## src/rtl/uart_pkg.sv

```systemverilog
// uart_pkg: shared UART request-size and serializer-state types plus size decoding
package uart_pkg;

    typedef enum logic [1:0] {
        UART_SZ_B = 2'd0,
        UART_SZ_H = 2'd1,
        UART_SZ_W = 2'd2
    } uart_size_t;

    typedef enum logic {
        SER_IDLE,
        SER_SEND
    } uart_ser_state_t;

    // Index of the final byte lane for a request size; size 3 is treated as a word.
    function automatic logic [1:0] size_to_last_idx(input logic [1:0] size);
        return size == UART_SZ_B ? 2'd0 : size == UART_SZ_H ? 2'd1 : 2'd3;
    endfunction

endpackage

```

## src/rtl/uart_tx_serializer.sv

```systemverilog
// uart_tx_serializer: splits 1/2/4-byte core requests into bytes for the UART transmit FIFO
// Ports:
//   clk, rstn              core clock, asynchronous active-low reset
//   req_valid/req_ready    request handshake; req_data payload, req_size 0=B 1=H 2/3=W
//   tx_wr_en/tx_din        byte write into the transmit FIFO, stalled by tx_full
//   busy                   a request is partially sent
//   sent_count             running total of bytes written (wraps)
module uart_tx_serializer
    import uart_pkg::*;
#(
    parameter bit MSB_FIRST = 1'b0
) (
    input  logic        clk,
    input  logic        rstn,
    input  logic        req_valid,
    output logic        req_ready,
    input  logic [31:0] req_data,
    input  logic [1:0]  req_size,
    output logic        tx_wr_en,
    output logic [7:0]  tx_din,
    input  logic        tx_full,
    output logic        busy,
    output logic [31:0] sent_count
);

    uart_ser_state_t state;
    logic [31:0]     data;
    logic [1:0]      last_idx;
    logic [1:0]      idx;
    logic [1:0]      lane;
    logic            last;
    logic            accept;

    assign last      = idx == last_idx;
    assign busy      = state == SER_SEND;
    assign tx_wr_en  = busy && !tx_full;
    // Ready during the final unstalled byte so back-to-back requests leave no bubble.
    assign req_ready = !busy || (last && !tx_full);
    assign accept    = req_valid && req_ready;
    assign lane      = MSB_FIRST ? last_idx - idx : idx;
    assign tx_din    = data[{lane, 3'b000} +: 8];

    always_ff @(posedge clk or negedge rstn) begin
        if (!rstn) begin
            state      <= SER_IDLE;
            data       <= '0;
            last_idx   <= '0;
            idx        <= '0;
            sent_count <= '0;
        end else begin
            if (accept) begin
                state    <= SER_SEND;
                data     <= req_data;
                last_idx <= size_to_last_idx(req_size);
                idx      <= '0;
            end else if (tx_wr_en && last) begin
                state <= SER_IDLE;
            end else if (tx_wr_en) begin
                idx <= idx + 2'd1;
            end
            if (tx_wr_en)
                sent_count <= sent_count + 32'd1;
        end
    end

endmodule

```

## config.mk

```make
export PLATFORM = sky130hd
export DESIGN_NAME = uart_tx_serializer
export DESIGN_NICKNAME = d
export VERILOG_FILES = /design/src/rtl/uart_pkg.sv /design/src/rtl/uart_tx_serializer.sv
export SDC_FILE = /design/constraint.sdc
export NUM_CORES = 1
export LEC_CHECK = 0
export ABC_AREA = 1
export CAP_MARGIN = 20
export CORE_MARGIN = 2
export CORE_UTILIZATION = 48
export CTS_CLUSTER_SIZE = 28
export DETAILED_ROUTE_END_ITERATION = 8
export PLACE_DENSITY = 0.84
export SLEW_MARGIN = 5
export SYNTH_ARGS = -nofsm -noshare
export SYNTH_HDL_FRONTEND = slang
export SYNTH_SLANG_ARGS = --single-unit
```

## constraint.sdc

```tcl
create_clock -name clk -period 2.35 [get_ports clk]
set_input_delay 0.3525 -clock clk [delete_from_list [all_inputs] [get_ports clk]]
set_output_delay 0.3525 -clock clk [all_outputs]
set_load 0.05 [all_outputs]
```

==> results.md, run 1 <==
* Critical Path AT at 1.78 ns
* Crit start category: flop
* N_diodes at 0
* Netlist cell types at 26
* Mapped Area at 0.00339 sq mm
* Worst hold path type: input port to async pin
* Post-synthesis compound-gate area fraction at 4.28%
* Layout cells sized above 1 at 9.09%
* Crit-path cells: inv_1 -> o21ai_0 -> o22ai_1 -> buf_12
* Net total in the final layout at 551
* Skew-Pair Late Insertion Delay at 0.35 ns
* Worst-Margin Slew at 0.655 ns
* Via count at 3,105
* Post-Syn Area per Cell at 7.94 sq um
* Initial Util at 49.6%
* Pwr Density at 1200 mW/mm^2
* Final Slew Violations at 0
* Ports at 81
* Non-Filler Instances at 613
* Portion of netlist area occupied by mux cells at 0%
* Root Buffer: clkbuf_8
* Placed Area at 0.00438 sq mm
* PortBufs at 80
* H-tree levels at 3
* Post-synthesis adder-cell area fraction at 0.369%
* GRT overflow at 0
* CP max-delay cell: dfrtp_1
* Setup TNS at 0 ns
* Clock skew at 0.00735 ns
* Worst EP required at 2.00 ns
* Worst-path clk slew at 0.08 ns
* Final Hold Viols at 0
* Status: completed
* Dpl cells at 597
* Syn_nets at 466
* Die ar. at 0.00775 sq mm
* Slew margin rel. at 56.4%
* DRC at 0
* R2R Setup Slk at 0.68 ns
* Post-cts sizing count at 0
* Yosys warns at 0
* TritonCTS buffer count at 9
* Vias per inst at 5.07
* RSZ-0062 raised after global routing: no
* DR iter-0 viols at 167
* Final hold slack at 0.0263 ns
* Reg2reg start: idx[1]$_DFFE_PN0P_
* Core area at 0.00683 sq mm
* Seq/Total Area, Yosys at 50.9%
* Peak supply drop at 1490 uV
* Detailed Place HPWL at 6.03 mm
* Vias in the first global route at 3,146
* Die Y-Extent at 88.1 um
* Largest stage delay, worst path at 0.53 ns
* Max frequency at 468 MHz
* Final Cycle Share at 90.9%
* CP Class: flop to output pin
* Synth Register Bits at 69
* Pre-Repair DR Iteration Count at 5
* Hold_buf cts at 0
* Critical path endpoint category: output pin
* Reg-to-Reg End: data[1]$_DFFE_PN0P_
* Pleak at 2.26 nW
* Max_cap viols at 0
* Aggregate routed wire length at 8.35 mm
* GR Util All Layers at 24.1%
* Final instance area at 0.00462 sq mm
* Remaining antenna violation count after routing at 0
* Antenna violations before repair at 0
* Area grow syn2layout at 36.2%
* Post-CTS setup buffer count at 0
* Simple-Gate Fraction of Synth Area at 32.1%
* GP Congestion at 0.867
* Drt wl/cell at 13.6 um
* Row count at 30
* Global-route wire length before repair at 14.3 mm
* Pin count of the biggest net entering global routing at 42
* Fill count at 530
* Die width at 88.1 um
* Post-synthesis xor/xnor area fraction at 6.20%
* Final Core Density at 67.6%
* Reg2Reg Depth at 8
* Setup violations, final at 0
* CTS tree: built
* Main combinational cell family by area after synthesis: simple AND/OR/NAND/NOR gates
* Post-layout min period at 2.14 ns
* CP max FO at 11
* Cells after Synth at 427
* CTS max path bufs at 2
* Clock sink total at 69
==> how the worst max path moves through the flow <==
stage,from,endpoint,slack [ns],cells after the start
global route,idx[0]$_DFFE_PN0P_,tx_din[2],0.1,4
CTS,idx[1]$_DFFE_PN0P_,tx_din[4],0.19,4
floorplan,idx[0]$_DFFE_PN0P_,tx_din[3],0.35,4
detailed placement,tx_full,sent_count[25]$_DFFE_PN0N_,0.43,9
finish,idx[1]$_DFFE_PN0P_,tx_din[4],0.21,4
global placement,tx_full,sent_count[22]$_DFFE_PN0N_,0.49,8
==> sequential cells by signal, summed over array words and instances, names as in the netlist <==
name / cells
sent_count: 32
last_idx: 2
busy: 1
idx: 2
data: 32
==> Yosys cell counts (all sizes together) <==
master  count  area share, %
nand3      13            2.1
o21ai      18            2.7
buf         9            1.9
nand4      10            1.8
dfrtp      69             51
xnor2      13            3.4
nand2     180             20
a21oi       1           0.15
nor4        1           0.18
nand3b      3           0.66
ha          1           0.37
inv        36            4.0
clkbuf      2           0.22
xor2       11            2.8
o22ai       8            1.5
nor2       49            6.7
nor3        3           0.59
==> critical path: cells and delay by family (launching register included) <==
kind                   cells  cell delay (ns)
AO/OA/AOI/OAI              2             0.45
buffers and inverters      2             0.46
flip-flops                 1             0.53
==> per-layer routing <==
| layer | part of all wire (%) | routed length [um] | global-route usage (%) | vias to the layer above |
|---|---|---|---|---|
| met5 | 0 | 0 | 0 | - |
| met4 | 2.3 | 195 | 10.7 | 0 |
| met3 | 8.2 | 683 | 4.71 | 24 |
| met2 | 50 | 4140 | 40.7 | 163 |
| met1 | 40 | 3330 | 30.1 | 1422 |
| li1 | - | - | - | 1496 |
==> kinds of logic after synthesis <==
kind of cell             Yosys count
AO/OA/AOI/OAI                     27
AND/OR/NAND/NOR                  259
flip-flops                        69
buffers and inverters             47
XOR/XNOR                          24
adder cells (fa/ha/maj)            1
==> cells in the final DEF, fill, tap and decap left out, drive strengths merged <==
cell           count
nand3b             3
xnor2             13
o22ai              8
inv               36
clkbuf            11
nor2              49
buf               16
a21oi              1
nand2            180
bufinv             2
clkinvlp           3
nor4               1
nor3               3
clkdlybuf4s50     69
nand3             13
xor2              11
dfrtp             69
o21ai             18
ha                 1
nand4             10
==> cell type report <==
| class | count | area (sq um) | area share, % |
|---|---|---|---|
| Inverter | 36 | 135 | 2.93 |
| Timing Repair Buffer | 85 | 946 | 20.5 |
| Sequential cell | 69 | 1730 | 37.4 |
| Multi-Input combinational cell | 311 | 1460 | 31.5 |
| Clock buffer | 11 | 151 | 3.28 |
| Tap cell | 96 | 120 | 2.60 |
| Clock inverter | 5 | 82.6 | 1.79 |
==> power breakdown <==
| group | total (mW) | switching, mW | internal [mW] |
|---|---|---|---|
| clock network | 1.11 | 0.458 | 0.655 |
| registers | 1.80 | 0.261 | 1.54 |
| logic | 2.64 | 1.59 | 1.06 |
==> per-stage QoR <==
stage	setup WS (ns)	power [mW]
2_1_floorplan	0.348	3.37
3_3_place_gp	0.490	4.40
3_5_place_dp	0.431	4.46
4_1_cts	0.193	5.60
5_1_grt	0.0950	5.88
6_report	0.213	5.56
Note: power is estimated with default switching activity, not from simulation.
==> run 2: changes to the inputs <==
--- a/config.mk
+++ b/config.mk
@@ -12,7 +12,7 @@
 export CTS_CLUSTER_SIZE = 28
 export DETAILED_ROUTE_END_ITERATION = 8
 export PLACE_DENSITY = 0.84
-export SLEW_MARGIN = 5
+export SLEW_MARGIN = 10
 export SYNTH_ARGS = -nofsm -noshare
 export SYNTH_HDL_FRONTEND = slang
 export SYNTH_SLANG_ARGS = --single-unit
==> results of run 2 <==
Same layout as run 1: the final DEF is identical, and so are final timing and power.
